## src/rtl/digit_entry_display_pkg.sv

```systemverilog
// Shared types and seven-segment helpers for the keypad entry / display block.
// Segment patterns are active-low {g,f,e,d,c,b,a} for a common-anode display.
package seg7_pkg;

    typedef logic [3:0] digit_t;

    localparam logic [6:0] SEG_BLANK = 7'h7F;
    localparam logic [7:0] AN_OFF    = 8'hFF;

    function automatic logic [6:0] hex7(input digit_t d);
        logic [6:0] s;
        case (d)
            4'h0:    s = 7'h40;
            4'h1:    s = 7'h79;
            4'h2:    s = 7'h24;
            4'h3:    s = 7'h30;
            4'h4:    s = 7'h19;
            4'h5:    s = 7'h12;
            4'h6:    s = 7'h02;
            4'h7:    s = 7'h78;
            4'h8:    s = 7'h00;
            4'h9:    s = 7'h10;
            4'hA:    s = 7'h08;
            4'hB:    s = 7'h03;
            4'hC:    s = 7'h46;
            4'hD:    s = 7'h21;
            4'hE:    s = 7'h06;
            default: s = 7'h0E;
        endcase
        return s;
    endfunction

endpackage

```

## src/rtl/digit_entry_display_scan.sv

```systemverilog
// Free-running refresh divider and digit-slot index for the multiplexed display.
// idx advances once every REFRESH_DIV clocks and wraps after DIGITS slots.
module seg7_scan #(
    parameter  int DIGITS      = 4,
    parameter  int REFRESH_DIV = 100000,
    localparam int IW          = $clog2(DIGITS),
    localparam int DW          = $clog2(REFRESH_DIV)
) (
    input  logic          clk,
    input  logic          rst_n,
    output logic [IW-1:0] idx
);

    logic [DW-1:0] div_cnt;
    logic          slot_end;

    assign slot_end = (div_cnt == DW'(REFRESH_DIV - 1));

    always_ff @(posedge clk) begin
        if (!rst_n) begin
            div_cnt <= '0;
            idx     <= '0;
        end else begin
            if (slot_end) begin
                div_cnt <= '0;
                idx     <= (idx == IW'(DIGITS - 1)) ? '0 : idx + IW'(1);
            end else begin
                div_cnt <= div_cnt + DW'(1);
            end
        end
    end

endmodule

```

## src/rtl/digit_entry_display.sv

```systemverilog
// Keypad digit entry with backspace/commit, driving a multiplexed common-anode
// seven-segment display with leading-digit blanking and a latched committed word.
module digit_entry_display
    import seg7_pkg::*;
#(
    parameter  int DIGITS      = 4,
    parameter  int REFRESH_DIV = 100000,
    localparam int CW          = $clog2(DIGITS + 1),
    localparam int IW          = $clog2(DIGITS)
) (
    input  logic                clk,
    input  logic                rst_n,
    input  logic                key_valid,
    input  logic [3:0]          key_code,
    input  logic                del,
    input  logic                commit,
    output logic [DIGITS-1:0]   an,
    output logic [6:0]          seg,
    output logic [4*DIGITS-1:0] led,
    output logic [CW-1:0]       count,
    output logic                full,
    output logic                overflow,
    output logic                commit_done
);

    digit_t                entry_buf [DIGITS];
    digit_t                buf_next  [DIGITS];
    logic [CW-1:0]         count_next;
    logic                  overflow_next;
    logic                  commit_pend;
    logic [4*DIGITS-1:0]   led_next;
    logic [IW-1:0]         idx;
    logic [DIGITS-1:0]     an_next;
    logic [6:0]            seg_next;

    seg7_scan #(
        .DIGITS      (DIGITS),
        .REFRESH_DIV (REFRESH_DIV)
    ) u_scan (
        .clk   (clk),
        .rst_n (rst_n),
        .idx   (idx)
    );

    assign full = (count == CW'(DIGITS));

    // Priority commit > del > key; a dropped lower-priority event never flags overflow.
    always_comb begin
        buf_next      = entry_buf;
        count_next    = count;
        overflow_next = 1'b0;
        if (commit) begin
            for (int i = 0; i < DIGITS; i++) buf_next[i] = '0;
            count_next = '0;
        end else if (del) begin
            if (count != '0) begin
                for (int i = 0; i < DIGITS - 1; i++) buf_next[i] = entry_buf[i + 1];
                buf_next[DIGITS-1] = '0;
                count_next         = count - CW'(1);
            end
        end else if (key_valid) begin
            if (full) begin
                overflow_next = 1'b1;
            end else begin
                for (int i = 1; i < DIGITS; i++) buf_next[i] = entry_buf[i - 1];
                buf_next[0] = key_code;
                count_next  = count + CW'(1);
            end
        end
    end

    always_comb begin
        led_next = '0;
        for (int i = 0; i < DIGITS; i++) led_next[4*i +: 4] = entry_buf[i];
    end

    always_ff @(posedge clk) begin
        if (!rst_n) begin
            for (int i = 0; i < DIGITS; i++) entry_buf[i] <= '0;
            count       <= '0;
            overflow    <= 1'b0;
            commit_pend <= 1'b0;
            commit_done <= 1'b0;
            led         <= '0;
        end else begin
            entry_buf   <= buf_next;
            count       <= count_next;
            overflow    <= overflow_next;
            commit_pend <= commit;
            commit_done <= commit_pend;
            if (commit) led <= led_next;
        end
    end

    // Positions at or above count are leading blanks: anode off, all segments dark.
    always_comb begin
        an_next  = AN_OFF[DIGITS-1:0];
        seg_next = SEG_BLANK;
        if (CW'(idx) < count) begin
            an_next[idx] = 1'b0;
            seg_next     = hex7(entry_buf[idx]);
        end
    end

    always_ff @(posedge clk) begin
        if (!rst_n) begin
            an  <= AN_OFF[DIGITS-1:0];
            seg <= SEG_BLANK;
        end else begin
            an  <= an_next;
            seg <= seg_next;
        end
    end

endmodule

```

## config.mk

```make
export PLATFORM = sky130hd
export DESIGN_NAME = digit_entry_display
export DESIGN_NICKNAME = d
export VERILOG_FILES = /design/src/rtl/digit_entry_display_pkg.sv /design/src/rtl/digit_entry_display_scan.sv /design/src/rtl/digit_entry_display.sv
export SDC_FILE = /design/constraint.sdc
export NUM_CORES = 1
export LEC_CHECK = 0
export ABC_AREA = 1
export CORE_MARGIN = 2
export CORE_UTILIZATION = 55
export CTS_CLUSTER_SIZE = 10
export DETAILED_ROUTE_END_ITERATION = 8
export PLACE_DENSITY = 0.82
export REMOVE_ABC_BUFFERS = 1
export SYNTH_ARGS = -nofsm -noshare
export SYNTH_HDL_FRONTEND = slang
export SYNTH_SLANG_ARGS = --single-unit
```

## constraint.sdc

```tcl
create_clock -name clk -period 4.7 [get_ports clk]
set_input_delay 0.94 -clock clk [delete_from_list [all_inputs] [get_ports clk]]
set_output_delay 0.94 -clock clk [all_outputs]
set_load 0.01 [all_outputs]
```

==> results.md, run 1 <==
* Via density at 5.20
* Critical path depth at 3
* GRT overflow at 0
* R2R depth at 9
* Die height at 80.3 microns
* Setup TNS at 0 ns
* Post-layout minimum cycle time at 2.63 ns
* Area Overhead vs Synth at 18.8%
* Clock Root Buffer: clkbuf_8
* Share of power burned in registers at 49.5%
* Max clock buf depth at 2
* Drt drc at 0
* Post-route cell area at 3800 sq um
* Most common cell after layout, fill and taps aside: nand2_1
* Worst EP required at 3.76 ns
* Max Cap Viol at 0
* Via count at 2806
* Routability cong. at 0.857
* CP max FO at 4
* Synth warn at 0
* First-pass GRT wire length at 11100 microns
* Fmax at 381 MHz
* Worst Hold Depth at 2
* Critical path type: reg -> out
* DIE AREA at 6440 sq um
* Post-CTS Hold Fix Bufs at 0
* Clock Pin Slew Worst Setup and Hold Paths at 0.07 ns
* H-tree Lvls at 3
* Net switching power at 0.308 mW
* Antenna Nets Post-Route at 0
* PostCTS Resize Cnt at 0
* Combinational share of power at 10.8%
* Clock Skew at 0.0106 ns
* Seq/Total Area, Yosys at 42.6%
* Share of post-route cells with drive strength above 1 at 8.12%
* NumNets Final at 485
* Final worst path period share at 55.9%
* Static Leak at 1.51 nW
* Starting Density at 57.4%
* Worst hold-check path type: reg -> reg
* Wirelength per Cell at 12.2 microns
* PD cells at 324 nW/um^2
* Synthesized flop and latch total at 68
* Vias in the first global route at 2595
* Post-place setup slack at 1.82 ns
* Syn avg cell area at 7.56 sq um
* Clock power frac at 39.8%
* Startpoint class of the critical path: flop
* CTS tree: done
* Family with the most delay on the worst path: buffers and inverters
* Num CTS Buffers at 9
* Ant diodes at 0
* RSZ-0062 raised after global routing: no
* Hold Fails Final Rpt at 0
* Peak VDD IR at 220 uV
* HPWL after DPL at 4640 microns
* Die width at 80.3 microns
* Commonest non-fill, non-tap cells in the layout: 109 x nand2_1, 68 x dfxtp_1, 63 x nor2_1, 41 x clkdlybuf4s50_1, 33 x o21ai_0
* Critical path data arrival time at 1.69 ns
* Slew HR at 63.8%
* # clock sinks at 68
* Sw frac at 25.1%
* Worst-Skew Late Latency at 0.34 ns
* Internal cell power at 0.921 mW
* Cell count after synthesis at 423
* Slowest stage delay, CP at 0.60 ns
* Port Buffer Count at 41
* Total track usage at 21.8%
* Largest net degree at the start of global routing at 32
* Initial antenna violation count at 0
* Worst path buffer plus inverter count at 2
* Worst slew pin tran at 0.542 ns
* Final Max Tran Viols at 0
* Distinct cell type count after synthesis at 34
* Syn Std Cell Area at 3200 sq um
* Final setup vio count at 0
* Slowest-stage cell, CP: clkdlybuf4s50_1
* Top Ports at 42
* Postcts setup bufs at 0
* Iter 0 DRT Violations at 189
* Run status: completed
* Cell row count at 27
* Total wire length at 6610 microns
* Worst Hold Slack at 0.422 ns
* Setup WS post-layout at 2.07 ns
* Core box area at 5570 sq um
* Area after DPL at 3600 sq um
* DR pass1 iterations at 4
* Kind of end point of the critical path: primary output
* Crit-path cells: inv_1 -> nor3_1 -> clkdlybuf4s50_1
==> cells in the mapped netlist, drive strengths merged <==
master	instances	area share, %
nand2	116	15
dfxtp	68	43
nor2	65	7.8
inv	36	4.4
nand3	33	6.3
o21ai	33	5.2
a21oi	14	2.2
ha	12	4.7
buf	11	3.2
a22o	9	2.5
xor2	7	1.9
nand3b	3	0.70
nand4	3	0.78
clkbuf	2	0.23
nor3	2	0.47
or2	2	0.39
xnor2	2	0.55
and2	1	0.20
clkinv	1	0.12
fa	1	0.63
nor3b	1	0.23
o211ai	1	0.23
==> flip-flops by register name (all words and copies together) (netlist names), 2 cells and up <==
signal and cells:
u_scan.div_cnt 17, entry_buf 16, led 16, seg 7, an 4, count 3
u_scan.idx 2
==> area by class of cell <==
type | count | area (sq um)
well taps | 72 | 90.1
repair buffers | 42 | 418
inverters | 37 | 144
flip-flops and latches | 68 | 1360
fillers | 458 | 1770
clock inverters | 4 | 47.5
clock buffers | 12 | 155
multi-input cells | 305 | 1580
==> per-stage QoR <==
step	util, %	instances	power, mW
5_1_grt	68.2	540	1.28
4_1_cts	68.2	540	1.24
3_3_place_gp	64.5	524	0.748
6_report	68.2	540	1.23
2_1_floorplan	-	410	0.699
3_5_place_dp	64.5	524	0.752
==> worst min-delay path: stages (launching register included) <==
cell,delay (ns)
dfxtp_1,0.31
nand2_1,0.05
inv_1,0.04
==> final timing paths <==
| check | start | endpoint | slack (ns) |
|---|---|---|---|
| setup / recovery | count[2]$_SDFFE_PP0P_ | full | 2.07 |
| hold / removal | commit_pend$_SDFF_PN0_ | commit_done$_SDFF_PN0_ | 0.42 |
| setup reg to reg | u_scan.idx[0]$_SDFFE_PN0N_ | seg[0]$_SDFF_PN1_ | 2.68 |
| hold reg to reg | commit_pend$_SDFF_PN0_ | commit_done$_SDFF_PN0_ | 0.42 |
==> per-layer routing <==
layer	share of wire [%]	GRT usage (%)	vias up	wire, microns
met4	1.5	7.46	0	96
met5	0	0	-	0
met2	48	36.6	80	3180
li1	-	-	1426	-
met1	46	26.9	1289	3030
met3	4.6	6.07	11	302
==> power by group through the flow <==
stage / registers (mW) / logic [mW] / clock network (mW)
6_report: 0.608 / 0.132 / 0.489
4_1_cts: 0.608 / 0.132 / 0.495
2_1_floorplan: 0.623 / 0.0758 / 0
5_1_grt: 0.610 / 0.148 / 0.523
3_5_place_dp: 0.621 / 0.131 / 0
3_3_place_gp: 0.621 / 0.127 / 0
==> cell families (layout without fill, tap and decap cells) <==
family	Yosys count	after routing	share of synthesized area [%]
fa+ha+maj	13	13	5.32
simple gates	226	226	31.7
compound gates	57	57	10.1
flops	68	68	42.6
buf+inv	50	95	7.90
xor+xnor	9	9	2.46
Note: power is estimated with default switching activity, not from simulation.
==> inputs of run 2 (changes only) <==
--- a/config.mk
+++ b/config.mk
@@ -7,10 +7,10 @@
 export LEC_CHECK = 0
 export ABC_AREA = 1
 export CORE_MARGIN = 2
-export CORE_UTILIZATION = 55
+export CORE_UTILIZATION = 49
 export CTS_CLUSTER_SIZE = 10
 export DETAILED_ROUTE_END_ITERATION = 8
-export PLACE_DENSITY = 0.82
+export PLACE_DENSITY = 0.77
 export REMOVE_ABC_BUFFERS = 1
 export SYNTH_ARGS = -nofsm -noshare
 export SYNTH_HDL_FRONTEND = slang
==> constraint.sdc (replaced) <==
create_clock -name clk -period 2.1 [get_ports clk]
set_input_delay 0.42 -clock clk [delete_from_list [all_inputs] [get_ports clk]]
set_output_delay 0.42 -clock clk [all_outputs]
set_load 0.01 [all_outputs]
==> run 2 against run 1 <==
Cell area grew 1.9%. Flip-flop and latch count is the same. Global-route usage shrank 2.5 points. Via count shrank 0.61%. Critical path depth is the same. Critical endpoint unchanged. Hold slack gained 0.021 ns.
==> results.md, run 2 (synthesis gave the netlist of run 1 again) <==
* Run status: completed
* First-pass GRT wire length at 11300 microns
* Setup TNS at 0 ns
* CTS tree: done
* Port Buffer Count at 41
* Cell row count at 29
* Clock Pin Slew Worst Setup and Hold Paths at 0.07 ns
* Fmax at 500 MHz
* Startpoint class of the critical path: flop
* Final worst path period share at 95.3%
* HPWL after DPL at 4890 microns
* Critical path type: reg -> out
* Total wire length at 6630 microns
* Worst path buffer plus inverter count at 2
* Drt drc at 0
* DR pass1 iterations at 4
* Crit-path cells: inv_1 -> nor3_2 -> clkdlybuf4s50_1
* Initial antenna violation count at 0
* PostCTS Resize Cnt at 1
* PD cells at 731 nW/um^2
* Max reg flops at 17
* Largest net degree at the start of global routing at 19
* DIE AREA at 7190 sq um
* Worst slew pin tran at 0.372 ns
* # clock sinks at 68
* Commonest non-fill, non-tap cells in the layout: 109 x nand2_1, 68 x dfxtp_1, 63 x nor2_1, 41 x clkdlybuf4s50_1, 33 x o21ai_0
* Slowest-stage cell, CP: clkdlybuf4s50_1
* Via density at 5.06
* Total power at 2.83 mW
* Antenna Nets Post-Route at 0
* Die width at 84.8 microns
* Wirelength per Cell at 12.0 microns
* Die height at 84.8 microns
* Critical path data arrival time at 1.58 ns
* Filler instances at 581
* Worst EP required at 1.68 ns
* Worst hold-check path type: reg -> reg
* Family with the most delay on the worst path: buffers and inverters
* Total track usage at 19.4%
* Most common cell after layout, fill and taps aside: nand2_1
* Peak VDD IR at 513 uV
* GRT overflow at 0
* Slew HR at 75.1%
* Reg with most FFs: u_scan.div_cnt
* Top Registers: u_scan.div_cnt (17), entry_buf (16), led (16)
* Worst-Skew Late Latency at 0.34 ns
* CP max FO at 4
* Num CTS Buffers at 9
* Kind of end point of the critical path: primary output
* Clock Root Buffer: clkbuf_8
* Post-CTS Hold Fix Bufs at 0
* H-tree Lvls at 3
* Share of post-route cells with drive strength above 1 at 9.28%
* Ant diodes at 0
* Postcts setup bufs at 0
* Area Overhead vs Synth at 21.0%
* Top Ports at 42
* Fin util at 61.3%
* Hold Fails Final Rpt at 0
* Max Cap Viol at 0
* RSZ-0062 raised after global routing: no
* NumNets Final at 491
* Vias in the first global route at 2634
* Routability cong. at 0.899
* Starting Density at 50.7%
* Max clock buf depth at 2
* Iter 0 DRT Violations at 86
* Post-layout minimum cycle time at 2.00 ns
* Final Max Tran Viols at 0
* Via count at 2789
* Core box area at 6310 sq um
* Slowest stage delay, CP at 0.57 ns
* Static Leak at 1.55 nW
* Clock Skew at 0.00953 ns
* Final setup vio count at 0
==> run 2: final timing paths <==
| check | slack [ns] | cells after the start | start | endpoint |
|---|---|---|---|---|
| hold reg to reg | 0.44 | 2 | commit_pend$_SDFF_PN0_ | commit_done$_SDFF_PN0_ |
| setup / recovery | 0.1 | 3 | count[2]$_SDFFE_PP0P_ | full |
| setup reg to reg | 0.30 | 9 | u_scan.idx[0]$_SDFFE_PN0N_ | seg[0]$_SDFF_PN1_ |
| hold / removal | 0.44 | 2 | commit_pend$_SDFF_PN0_ | commit_done$_SDFF_PN0_ |
==> run 2: cell type report <==
cell class	instances	area (sq um)	area share (%)
multi-input cells	305	1590	41.0
well taps	77	96.3	2.49
clock buffers	12	145	3.75
flip-flops and latches	68	1360	35.2
repair buffers	48	463	12.0
clock inverters	4	72.6	1.87
inverters	37	144	3.72
==> run 2: worst min-delay path, cell delays in order (launching register included) <==
cell     delay, ns
dfxtp_1       0.30
nand2_1       0.05
inv_1         0.04
==> run 2: power breakdown <==
| group | internal [mW] | switching (mW) |
|---|---|---|
| clock network | 0.700 | 0.465 |
| registers | 1.33 | 0.0306 |
| logic | 0.127 | 0.175 |
| total | 2.16 | 0.671 |
==> run 2: metrics by stage <==
stage | hold WS [ns] | area (sq um) | std cells | setup WS, ns
final | 0.443 | 3870 | 551 | 0.0988
after global routing | 0.461 | 3870 | 551 | 0.0207
after CTS | 0.448 | 3870 | 551 | 0.0914
after detailed placement | 0.436 | 3650 | 535 | 0.157
after global placement | 0.421 | 3650 | 535 | 0.222
after floorplan | 0.390 | 3090 | 410 | 0.442
==> run 2: metal layers <==
metal / GRT usage [%] / part of all wire [%] / routed length (microns) / vias up
li1: - / - / - / 1439
met1: 23.2 / 47 / 3140 / 1271
met3: 5.80 / 3.9 / 259 / 8
met4: 6.06 / 1.1 / 72 / 0
met5: 0 / 0 / 0 / -
met2: 33.4 / 48 / 3150 / 71
